==> src/rtl/tx_medida_serial.sv <==
// UART transmitter for the HC-SR04 distance: sends D2 D1 D0 SEPARADOR as ASCII, 8N1 by default.
// Define TX_PARIDADE_EN to send each character as 8E1 (even parity bit after data bit 7).
module tx_medida_serial #(
  parameter int         CLK_FREQ  = 50_000_000,
  parameter int         BAUD      = 115200,
  parameter logic [7:0] SEPARADOR = 8'h23
) (
  input  logic       clock,
  input  logic       reset,
  input  logic       partida,
  input  logic [3:0] digito2,
  input  logic [3:0] digito1,
  input  logic [3:0] digito0,
  output logic       saida_serial,
  output logic       ocupado,
  output logic       pronto_tx,
  output logic [3:0] db_estado
);

  localparam int CICLOS_BIT = CLK_FREQ / BAUD;
  localparam int TW         = (CICLOS_BIT > 2) ? $clog2(CICLOS_BIT) : 1;
`ifdef TX_PARIDADE_EN
  localparam int NB = 11;
`else
  localparam int NB = 10;
`endif

  typedef enum logic [3:0] {
    S_INICIAL   = 4'b0000,
    S_CARREGA   = 4'b0001,
    S_TRANSMITE = 4'b0010,
    S_PROXIMO   = 4'b0011,
    S_FINAL     = 4'b1111
  } estado_t;

  estado_t         r_estado;
  estado_t         w_prox_estado;
  logic [3:0]      w_db_estado;
  logic [TW-1:0]   r_tick;
  logic [3:0]      r_bit;
  logic [1:0]      r_idx;
  logic [3:0]      r_d2, r_d1, r_d0;
  logic [NB-1:0]   r_shift;
  logic            w_fim_bit;
  logic            w_ultimo_bit;
  logic [7:0]      w_char_prox;

  function automatic logic [7:0] ascii_de(input logic [3:0] d);
    return (d > 4'd9) ? 8'h3F : (8'h30 + {4'h0, d});
  endfunction

  // Shift order on the line is bit 0 first: start, data LSB..MSB, [parity], stop.
  function automatic logic [NB-1:0] quadro_de(input logic [7:0] c);
`ifdef TX_PARIDADE_EN
    return {1'b1, ^c, c, 1'b0};
`else
    return {1'b1, c, 1'b0};
`endif
  endfunction

  assign w_fim_bit    = (r_tick == TW'(CICLOS_BIT - 1));
  assign w_ultimo_bit = (r_bit == 4'(NB - 1));

  // Character that follows the one at r_idx; only indices 0..2 reach this path.
  always_comb begin
    w_char_prox = SEPARADOR;
    case (r_idx)
      2'd0:    w_char_prox = ascii_de(r_d1);
      2'd1:    w_char_prox = ascii_de(r_d0);
      default: w_char_prox = SEPARADOR;
    endcase
  end

  always_ff @(posedge clock or posedge reset) begin
    if (reset) r_estado <= S_INICIAL;
    else       r_estado <= w_prox_estado;
  end

  always_comb begin
    w_prox_estado = r_estado;
    w_db_estado   = r_estado;
    case (r_estado)
      S_INICIAL:   if (partida) w_prox_estado = S_CARREGA;
      S_CARREGA:   w_prox_estado = S_TRANSMITE;
      S_TRANSMITE: if (w_fim_bit && w_ultimo_bit) w_prox_estado = S_PROXIMO;
      S_PROXIMO:   w_prox_estado = (r_idx == 2'd3) ? S_FINAL : S_TRANSMITE;
      S_FINAL:     w_prox_estado = S_INICIAL;
      default: begin
        w_prox_estado = S_INICIAL;
        w_db_estado   = 4'b1110;
      end
    endcase
  end

  always_ff @(posedge clock or posedge reset) begin
    if (reset) begin
      r_tick  <= '0;
      r_bit   <= '0;
      r_idx   <= '0;
      r_d2    <= '0;
      r_d1    <= '0;
      r_d0    <= '0;
      r_shift <= '1;
    end else begin
      case (r_estado)
        S_CARREGA: begin
          r_d2    <= digito2;
          r_d1    <= digito1;
          r_d0    <= digito0;
          r_idx   <= 2'd0;
          r_shift <= quadro_de(ascii_de(digito2));
          r_tick  <= '0;
          r_bit   <= '0;
        end
        S_TRANSMITE: begin
          if (w_fim_bit) begin
            r_tick <= '0;
            if (!w_ultimo_bit) begin
              r_bit   <= r_bit + 4'd1;
              r_shift <= {1'b1, r_shift[NB-1:1]};
            end
          end else begin
            r_tick <= r_tick + TW'(1);
          end
        end
        S_PROXIMO: begin
          if (r_idx != 2'd3) begin
            r_idx   <= r_idx + 2'd1;
            r_shift <= quadro_de(w_char_prox);
            r_tick  <= '0;
            r_bit   <= '0;
          end
        end
        default: ;
      endcase
    end
  end

  // Line only follows the shift register while transmitting, so reset forces it high at once.
  assign saida_serial = (r_estado == S_TRANSMITE) ? r_shift[0] : 1'b1;
  assign ocupado      = (r_estado == S_CARREGA) || (r_estado == S_TRANSMITE) ||
                        (r_estado == S_PROXIMO) || (r_estado == S_FINAL);
  assign pronto_tx    = (r_estado == S_FINAL);
  assign db_estado    = w_db_estado;

endmodule

==> config.mk <==
export PLATFORM = sky130hd
export DESIGN_NAME = tx_medida_serial
export DESIGN_NICKNAME = d
export VERILOG_FILES = /design/src/rtl/tx_medida_serial.sv
export SDC_FILE = /design/constraint.sdc
export NUM_CORES = 1
export LEC_CHECK = 0
export ABC_AREA = 1
export CAP_MARGIN = 30
export CELL_PAD_IN_SITES_DETAIL_PLACEMENT = 2
export CELL_PAD_IN_SITES_GLOBAL_PLACEMENT = 2
export CORE_MARGIN = 2
export CORE_UTILIZATION = 38
export CTS_BUF_LIST = sky130_fd_sc_hd__clkbuf_8
export DETAILED_ROUTE_END_ITERATION = 16
export DONT_BUFFER_PORTS = 1
export PLACE_DENSITY = 0.84
export SETUP_SLACK_MARGIN = 0.15
export SYNTH_ARGS = -nofsm -noshare
export SYNTH_HDL_FRONTEND = slang
export SYNTH_SLANG_ARGS = --single-unit
==> constraint.sdc <==
create_clock -name clock -period 1.75 [get_ports clock]
set_input_delay 0.2625 -clock clock [delete_from_list [all_inputs] [get_ports clock]]
set_output_delay 0.2625 -clock clock [all_outputs]
set_load 0.005 [all_outputs]
* Word-level counts from Yosys, hierarchy flattened
Cells that the tools add are included.
** Word-level totals
- Input port bits :: 15
- Register bits :: 37
- Word-level logic and storage cells :: 66
** Operators by class
- Magnitude comparators :: 3
- $add $sub $neg :: 6
- Equal/unequal tests :: 14
- Mux-type cells :: 23
- Reductions and logical operators :: 13
** Operator list (number)
- 10-bit two-way mux :: 3
- 10-bit one-hot mux with 3 select lines :: 1
- 4-bit two-way mux :: 7
- 9-bit one-hot mux with 3 select lines :: 1
- 6-bit by 4-bit adder with 7-bit output, first input constant :: 3
- 7-bit two-way mux :: 3
- 9-bit two-way mux :: 2
- 4-bit one-hot mux with 4 select lines :: 1
- 7-bit one-hot mux with 2 select lines :: 1
- 4-bit > comparator, second input constant :: 3
- 2-bit inequality test, second input constant :: 6
- 4-bit one-hot mux with 3 select lines :: 1
- 9-bit by 1-bit adder with 9-bit output, second input constant :: 1
- 9-bit == test, second input constant :: 1
- 4-bit by 2-bit == test with 1-bit output, second input constant :: 2
- 4-bit == test, second input constant :: 2
- 2-bit AND reduction :: 3
- 5-bit OR reduction :: 1
- 4-bit by 1-bit adder with 4-bit output, second input constant :: 1
- 4-bit by 1-bit == test with 1-bit output, second input constant :: 1
- 4-bit logical NOT :: 1
- 2-bit one-hot mux with 2 select lines :: 1
- 4-bit AND reduction :: 1
- 1-bit logical OR :: 3
- other kinds (9) :: 9

* Logic depth before layout (Yosys ltp)
Gate-level depths: netlist (run 1).
- Depth in word-level cells :: 5
- Mapped depth :: 10

* Least setup slack after synthesis (run 1)
No wires, ideal clock.
- Kind :: register to output
- From :: reg r_estado[2]
- To :: out db_estado[3]
- Path buffers :: 2
- Cell stages (with the launch flop) :: 3
- Slack :: 0.324 ns
- Data arrival time :: 1.163 ns
- Required time :: 1.487 ns
- Cells stage by stage :: dfrtp_1 -> dlygate4sd3_1 -> buf_4
** On the way
- Word-level cells in the longest chain between the ends :: 3
- Elaborated cells on any way between the ends :: 7
- Those cells by class :: eq/ne: 4; mux: 1; reduce/logical: 2
** Ends and longest elaborated chain
- from (decl) :: RTL line 36 : estado_t r_estado;
- from (signal assigned) :: RTL line 76 : else r_estado <= w_prox_estado;
- 4-bit == test (tied with other cells) :: RTL line 82 : case (r_estado)
- 5-bit OR reduction (no source line) (*)
- 4-bit two-way mux (*) :: RTL line 82
- to (decl) :: RTL line 17 : output logic [3:0] db_estado
Mark *: on every way between the ends. The rest lies on a longest branch, timed or not.

* Final worst setup path (run 1)
- From :: reg r_estado[2]
- To :: out db_estado[1]
** On the way
- Word-level cells in the longest chain between the ends :: 3
- Elaborated cells on any way between the ends :: 7
- Those cells by class :: eq/ne: 4; mux: 1; reduce/logical: 2
** Ends and longest elaborated chain
- 4-bit == test
- net pronto_tx :: RTL line 16 : output logic pronto_tx,
- 5-bit OR reduction (no source line)
- 4-bit two-way mux :: RTL line 82
The timed path passes the listed nets, and every way through them passes these cells.

==> metrics.log, run 1 <==
[metrics] yosys warns: 0
[metrics] drt drc: 0
[metrics] global-route wire length before repair: 9.942 mm
[metrics] data required time of the critical path: 1.49 ns
[metrics] largest fanout on the critical path: 8
[metrics] outcome: finished, final reports clean
[metrics] endpoint arrival time on the critical path: 1.37 ns
[metrics] synthesized instance count: 255
[metrics] Max H-tree Level: 2
[metrics] floorplan die area: 5774 sq um
[metrics] number of buffers added on ports: 0
[metrics] cell area after synthesis: 1969 sq um
[metrics] Fin Hold WS: 0.08341 ns
[metrics] root buffer cell: sky130_fd_sc_hd__clkbuf_8
[metrics] detailed-route wire length: 7.470 mm
[metrics] total power per unit cell area: 1912 nW/um^2
[metrics] finished layout cell area: 2394 sq um
[metrics] Async S/R FF share, synth: 100.0%
[metrics] CTS clk-pin slew, worst paths: 0.08 ns
[metrics] shortest period the worst path allows: 1.635 ns
[metrics] router iterations before antenna repair: 4
[metrics] post-synthesis sequential element count: 35
[metrics] number of cells on the worst hold path: 2
[metrics] Num CTS Buffers: 5
[metrics] area delta synth->final: 21.54%
[metrics] Worst Reg-to-Reg Cells: 8
[metrics] leakage dissipation: 1.165 nW
[metrics] max frequency: 611.8 MHz
[metrics] number of antenna cells inserted: 0
[metrics] Hold Crit Class: primary input to flip-flop
[metrics] Cell Rows: 26
[metrics] number of global-route vias before repair: 1970
[metrics] clock tree from TritonCTS: yes
[metrics] synthesized area per cell: 7.723 sq um
[metrics] maximum number of pins on one net before global-route repair: 36
[metrics] weighted congestion at the end of routability-driven global placement: 0.7465
[metrics] Post-DRT Antenna Nets: 0
[metrics] fin crit share: 93.40%
[metrics] GR Overflow Total: 0
[metrics] layout cells sized above 1: 26.88%
[metrics] core region area: 5042 sq um
[metrics] delay-heaviest family, CP: flip-flops
[metrics] DIE WIDTH: 75.99 um
[metrics] number of buffer and inverter stages on the critical path: 1
[metrics] standard cell with the maximum stage delay on the critical path: sky130_fd_sc_hd__dfrtp_2
[metrics] worst slew margin relative to its limit: 68.53%
[metrics] part of the Yosys area used for sequential elements: 45.04%
[metrics] Peak VDD IR: 620.1 uV
[metrics] # nets final: 300
[metrics] number of distinct library cell variants in the gate-level netlist after synthesis: 30
[metrics] number of ports placed on the die boundary: 22
[metrics] kind of launch point of the worst setup path: flip-flop
[metrics] Post-DP HPWL: 3.917 mm
[metrics] total number of cells along the worst setup path: 3
[metrics] Primary FF master, synth: sky130_fd_sc_hd__dfrtp_1
[metrics] pin slew with the least headroom to its limit: 0.4720 ns
[metrics] number of antenna violations at the first check in global routing: 0
[metrics] unrepaired setup endpoints after global routing: true
[metrics] Setup Viol. Count Final: 0
[metrics] Iter 0 DRT Violations: 65
[metrics] Vias/cell: 5.229
[metrics] Hold Vio Cnt, Final: 0
[metrics] clk_skew: 0.008230 ns
[metrics] CTS Sinks: 35
[metrics] routed vias: 1825
[metrics] total track usage: 22.00%
[metrics] number of enable flip-flop cells after synthesis: 0
[metrics] wire length per cell: 21.40 um
[metrics] stage delay of the slowest cell on the critical path: 0.51 ns
[metrics] kind of capture point of the worst setup path: output pin
[metrics] maximum number of buffers from clock root to sink: 2
[metrics] number of max-slew violations in the final report: 0
[metrics] DIE HEIGHT: 75.99 um
[metrics] number of nets in the synthesized netlist: 277
[metrics] series of cell instances along the critical path: inv_2, nor2_2, o21ai_0
[metrics] class of the most critical setup path: flip-flop to output pin
[metrics] max_cap viols: 0
[metrics] clock latency on the worst-skew pair: 0.30 ns
[metrics] starting density of the core: 39.06%
[metrics] Post-DP Area: 2064 sq um
[final timing paths]
check / start / endpoint / slack [ns]
worst max-delay path: r_estado[2]$_DFFE_PP0P_ / db_estado[1] / 0.12
worst min register to register: r_shift[4]$_DFFE_PP1P_ / r_shift[4]$_DFFE_PP1P_ / 0.48
max in group asynchronous: reset / r_bit[0]$_DFFE_PP0P_ / 0.86
worst max register to register: r_bit[1]$_DFFE_PP0P_ / r_shift[0]$_DFFE_PP1P_ / 0.12
worst min-delay path: digito1[2] / r_d1[2]$_DFFE_PP0P_ / 0.08
min in group asynchronous: reset / r_estado[0]$_DFFE_PP0P_ / 0.53
[what timing repair did]
item / in CTS / in global routing
hold buffers: 1 / 0
gates resized for setup: 7 / 25
endpoints found under the setup margin: 10 / 21
hold endpoints to repair: 26 / 0
pin swaps: 1 / 6
setup buffers: 3 / 10
[per-layer routing]
| layer | GRT usage (%) | vias up | share of wire [%] |
|---|---|---|---|
| li1 | - | 844 | - |
| met1 | 24.30 | 925 | 41 |
| met2 | 41.61 | 39 | 53 |
| met3 | 4.028 | 17 | 2.5 |
| met4 | 8.545 | 0 | 3.3 |
| met5 | 0 | - | 0 |
[area by class of cell]
class                   instances  area, sq um
clock inverters                 1        3.754
multi-input cells             174        972.2
repair buffers                 21        183.9
fillers                       570         2649
well taps                      70        87.58
flip-flops and latches         35        890.9
inverters                      41        158.9
clock buffers                   7        96.34
[worst reg2reg max path: cells and delay by family, from the launching register on]
kind | cells | cell delay, ns
AO/OA/AOI/OAI | 1 | 0.24
adder cells (fa/ha/maj) | 1 | 0.18
buffers and inverters | 2 | 0.14
flip-flops | 1 | 0.43
AND/OR/NAND/NOR | 4 | 0.54
[synthesized netlist by cell type (2+ instances only)]
library cell,number,share of area (%)
sky130_fd_sc_hd__nand2_1,73,14
sky130_fd_sc_hd__inv_1,38,7.2
sky130_fd_sc_hd__dfrtp_1,26,33
sky130_fd_sc_hd__o21ai_0,26,6.6
sky130_fd_sc_hd__nor2_1,14,2.7
sky130_fd_sc_hd__nand3_1,13,3.3
sky130_fd_sc_hd__dfstp_2,9,12
sky130_fd_sc_hd__ha_1,7,4.4
sky130_fd_sc_hd__nor2_2,6,1.9
sky130_fd_sc_hd__a21oi_1,5,1.3
sky130_fd_sc_hd__o21ai_1,5,1.3
sky130_fd_sc_hd__nand4_1,4,1.3
sky130_fd_sc_hd__a21oi_2,3,1.3
sky130_fd_sc_hd__nand2_2,3,0.95
sky130_fd_sc_hd__o22ai_1,3,0.95
sky130_fd_sc_hd__xor2_1,3,1.3
sky130_fd_sc_hd__buf_6,2,1.1
sky130_fd_sc_hd__inv_2,2,0.38
sky130_fd_sc_hd__nor3_1,2,0.51
[per-stage QoR]
step | setup WS (ns) | total power, mW | utilization (%) | std cells | setup TNS [ns]
2_1_floorplan | 0.3242 | 2.678 | - | 255 | 0
3_3_place_gp | 0.2082 | 3.052 | 40.94 | 327 | 0
3_5_place_dp | 0.09782 | 3.170 | 40.94 | 327 | 0
4_1_cts | 0.1032 | 3.959 | 44.07 | 339 | 0
5_1_grt | -0.03873 | 4.884 | 47.47 | 349 | -0.03873
6_report | 0.1155 | 4.577 | 47.47 | 349 | 0
[state kept, by name (all words and copies together) (netlist names)]
register and cells:
r_shift 9, r_tick 9, r_bit 4, r_d0 4, r_d1 4, r_estado 3, r_idx 2
[report_power, final]
part / total, mW / switching [mW] / internal [mW] / leakage, nW
Combinational: 2.36 / 1.49 / 0.872 / 0.694
Sequential: 1.53 / 0.296 / 1.24 / 0.415
Clock: 0.678 / 0.324 / 0.354 / 0.0557
Total: 4.58 / 2.11 / 2.46 / 1.16
[cell usage in the layout (no fill, tap or decap), types with 3 or more instances in the layout]
| master | synthesis | layout |
|---|---|---|
| sky130_fd_sc_hd__o21ai_1 | 5 | 5 |
| sky130_fd_sc_hd__nand2_2 | 3 | 5 |
| sky130_fd_sc_hd__nor2_1 | 14 | 7 |
| sky130_fd_sc_hd__buf_4 | 1 | 17 |
| sky130_fd_sc_hd__o21ai_0 | 26 | 26 |
| sky130_fd_sc_hd__nand4_1 | 4 | 4 |
| sky130_fd_sc_hd__dfstp_2 | 9 | 9 |
| sky130_fd_sc_hd__dfrtp_2 | 0 | 3 |
| sky130_fd_sc_hd__dfrtp_1 | 26 | 23 |
| sky130_fd_sc_hd__nand3_1 | 13 | 11 |
| sky130_fd_sc_hd__a21oi_1 | 5 | 5 |
| sky130_fd_sc_hd__nor2_2 | 6 | 11 |
| sky130_fd_sc_hd__inv_2 | 2 | 3 |
| sky130_fd_sc_hd__clkbuf_8 | 0 | 7 |
| sky130_fd_sc_hd__inv_1 | 38 | 37 |
| sky130_fd_sc_hd__o22ai_1 | 3 | 3 |
| sky130_fd_sc_hd__ha_1 | 7 | 5 |
| sky130_fd_sc_hd__xor2_1 | 3 | 3 |
| sky130_fd_sc_hd__nand2_1 | 73 | 69 |
[logic make-up (layout without fill, tap and decap cells)]
group | count (synthesis) | after routing | synth area share [%]
AOI/OAI and AO/OA | 46 | 46 | 13.09
adders and majority gates | 7 | 7 | 4.447
and+or+nand+nor | 117 | 117 | 25.41
buffers and inverters | 46 | 70 | 10.23
xor gates and xnor gates | 4 | 4 | 1.779
DFF | 35 | 35 | 45.04
(Power assumes the default switching activity.)
==> run 2, diff against run 1 <==
- CELL_PAD_IN_SITES_DETAIL_PLACEMENT: 2 -> 1
- CELL_PAD_IN_SITES_GLOBAL_PLACEMENT: 2 -> 1
- CORE_UTILIZATION: 38 -> 40
- PLACE_DENSITY: 0.84 -> 0.72
==> run 2 against run 1 <==
Net effect: cell area down 8.0%; fmax up 7.2%; combinational power down 28%; clock skew up 0.0039 ns; sequential power down 5%; first-iteration DRC count down 15%; via count down 10%; hold slack better by 0.0078 ns; critical path type unchanged; clock power down 17%; count of clock-buffer cells in the layout down 2; worst setup slack better by 0.11 ns.
==> metrics.log, run 2 (synthesis gave the netlist of run 1 again) <==
[metrics] floorplan die area: 5500 sq um (-4.7%)
[metrics] Fin Hold WS: 0.09120 ns (+0.007795 ns)
[metrics] clock share of power: 15.0% (+0.2 points)
[metrics] proportion of power drawn by combinational gates: 45.8% (-5.9 points)
[metrics] largest fanout on the critical path: 8 (unchanged)
[metrics] data required time of the critical path: 1.49 ns (about the same)
[metrics] CTS clk-pin slew, worst paths: 0.06 ns (-0.02 ns)
[metrics] shortest period the worst path allows: 1.525 ns (-0.1097 ns)
[metrics] Internal Power: 2.144 mW (-13%)
[metrics] most frequent standard cell in the layout excluding fill and tap cells: sky130_fd_sc_hd__nand2_1
[metrics] Peak VDD IR: 658.2 uV (+6.1%)
[metrics] CTS Sinks: 35 (unchanged)
[metrics] number of buffers added on ports: 0 (unchanged)
[metrics] wire length per cell: 13.48 um (-37%)
[metrics] Cell Rows: 25 (-3.8%)
[metrics] maximum number of pins on one net before global-route repair: 36 (unchanged)
[metrics] total track usage: 18.59% (-3.4 points)
[metrics] maximum number of buffers from clock root to sink: 2 (unchanged)
[metrics] kind of capture point of the worst setup path: output pin
[metrics] layout cells sized above 1: 19.03% (-7.9 points)
[metrics] total power per unit cell area: 1693 nW/um^2 (-11%)
[metrics] share of power burned in registers: 39.2% (+5.7 points)
[metrics] GR Overflow Total: 0 (unchanged)
[metrics] Fin Setup TNS: 0 ns (unchanged)
[metrics] root buffer cell: sky130_fd_sc_hd__clkbuf_8
[metrics] switching power share of the total: 42.50% (-3.7 points)
[metrics] first element of the critical path: r_estado[2]$_DFFE_PP0P_
[metrics] Regs by FF count: r_shift x9, r_tick x9
[metrics] number of antenna violations at the first check in global routing: 0 (unchanged)
[metrics] clock tree from TritonCTS: yes
[metrics] global-route wire length before repair: 7.700 mm (-23%)
[metrics] fin crit share: 87.13% (-6.3 points)
[metrics] area delta synth->final: 11.82%
[metrics] clock latency on the worst-skew pair: 0.29 ns (about the same)
[metrics] number of placed instances with taps included: 321 (-1.8%)
[metrics] endpoint arrival time on the critical path: 1.26 ns (-0.11 ns)
[metrics] Post-DP HPWL: 3.271 mm (-16%)
[metrics] max_cap viols: 0 (unchanged)
[metrics] Final Worst Setup Slack: 0.2252 ns (+0.1097 ns)
[metrics] DIE WIDTH: 74.17 um (-2.4%)
[metrics] Hold Crit Class: primary input to flip-flop
[metrics] number of cells on the worst hold path: 2 (unchanged)
[metrics] # nets final: 289 (-3.7%)
[metrics] starting density of the core: 41.70% (+2.6 points)
[metrics] kind of launch point of the worst setup path: flip-flop
[metrics] weighted congestion at the end of routability-driven global placement: 0.8699 (+17%)
[metrics] core region area: 4723 sq um (-6.3%)
[metrics] unrepaired setup endpoints after global routing: true
[metrics] number of antenna cells inserted: 0 (unchanged)
[metrics] pin slew with the least headroom to its limit: 0.4576 ns (-0.01435 ns)
[metrics] number of global-route vias before repair: 1690 (-14%)
[metrics] Max H-tree Level: 2 (unchanged)
[metrics] routed vias: 1640 (-10%)
[metrics] DIE HEIGHT: 74.17 um (-2.4%)
[metrics] filler instances: 598 (+4.9%)
[metrics] Setup Viol. Count Final: 0 (unchanged)
[metrics] Post-Place Setup Slack: 0.09809 ns (+0.0002748 ns)
[metrics] count of placed standard cells in the final layout, fillers left out: 335 (-4.0%)
[metrics] Hold Vio Cnt, Final: 0 (unchanged)
[metrics] Post-DP Area: 2038 sq um (-1.3%)
[metrics] switching power total: 1.585 mW (-25%)
[metrics] worst slew margin relative to its limit: 69.49% (+0.96 points)
[metrics] max frequency: 655.8 MHz (+7.2%)
[metrics] number of ports placed on the die boundary: 22 (unchanged)
[metrics] finished layout cell area: 2202 sq um (-8.0%)
[metrics] Crit Reg-Reg Startpoint: r_idx[0]$_DFFE_PP0P_
[metrics] detailed-route wire length: 4.516 mm (-40%)
[metrics] number of max-slew violations in the final report: 0 (unchanged)
[metrics] Worst Reg-to-Reg Cells: 9 (+1)
[metrics] Iter 0 DRT Violations: 55 (-15%)
[metrics] top library cells by usage in the layout, fill and taps aside: sky130_fd_sc_hd__nand2_1, sky130_fd_sc_hd__inv_1, sky130_fd_sc_hd__o21ai_0
[metrics] class of the most critical setup path: flip-flop to output pin
[metrics] Post-DRT Antenna Nets: 0 (unchanged)
[metrics] hold path startpoint: digito1[2]
[metrics] leakage dissipation: 1.092 nW (-6.3%)
[metrics] area of the multi-input gates: 912.1 sq um (-6.2%)
[metrics] area used by sequential logic in the layout: 890.9 sq um (unchanged)
[metrics] Vias/cell: 4.896 (-6.4%)
[metrics] router iterations before antenna repair: 4 (unchanged)
[metrics] Num CTS Buffers: 5 (unchanged)
[metrics] drt drc: 0 (unchanged)
[metrics] outcome: finished, final reports clean
[metrics] clk_skew: 0.01208 ns (+0.003850 ns)
-- run 2: cell type report --
class,instances,share of cell area [%]
Clock buffer,5,3.125
Clock inverter,3,0.5682
Inverter,41,7.443
Multi-Input combinational cell,175,41.42
Sequential cell,35,40.45
Tap cell,67,3.807
Timing Repair Buffer,9,3.182
-- run 2: power by group through the flow --
stage / combinational (mW) / clock [mW] / sequential (mW)
floorplan: 1.26 / 0 / 1.42
detailed placement: 1.60 / 0 / 1.47
global route: 2.01 / 0.621 / 1.51
finish: 1.71 / 0.560 / 1.46
global placement: 1.55 / 0 / 1.46
CTS: 1.62 / 0.587 / 1.46
-- run 2: repair_timing --
action,in CTS,in global routing
hold buffers,1,0
pin swaps,0,3
buffers inserted,0,4
endpoints found under the hold margin,26,0
gates resized for setup,2,12
gates cloned,0,1
endpoints found under the setup margin,8,15
-- run 2: metrics by stage --
| step | utilization (%) | power (mW) |
|---|---|---|
| CTS | 45.22 | 3.669 |
| floorplan | - | 2.678 |
| global route | 46.62 | 4.137 |
| global placement | 43.15 | 3.009 |
| detailed placement | 43.15 | 3.068 |
| finish | 46.62 | 3.729 |
-- run 2: worst paths after layout --
check / to / slack (ns)
worst max register to register: r_shift[6]$_DFFE_PP1P_ / 0.25
worst min register to register: r_shift[6]$_DFFE_PP1P_ / 0.48
worst min-delay path: r_d1[2]$_DFFE_PP0P_ / 0.09
min in group asynchronous: r_tick[1]$_DFFE_PP0P_ / 0.51
worst max-delay path: ocupado / 0.23
max in group asynchronous: r_shift[4]$_DFFE_PP1P_ / 0.88
-- run 2: critical path: stages, from the launching register on --
cell                      delay, ns
sky130_fd_sc_hd__dfrtp_2       0.49
sky130_fd_sc_hd__inv_2         0.11
sky130_fd_sc_hd__nor2_1        0.08
sky130_fd_sc_hd__or2_2         0.30
-- run 2: metal layers --
metal	part of all wire [%]	track usage [%]	vias to the layer above
met5	0	0	-
met1	45	22.21	787
met2	50	31.94	20
li1	-	-	827
met3	3.3	5.285	6
met4	1.4	6.667	0
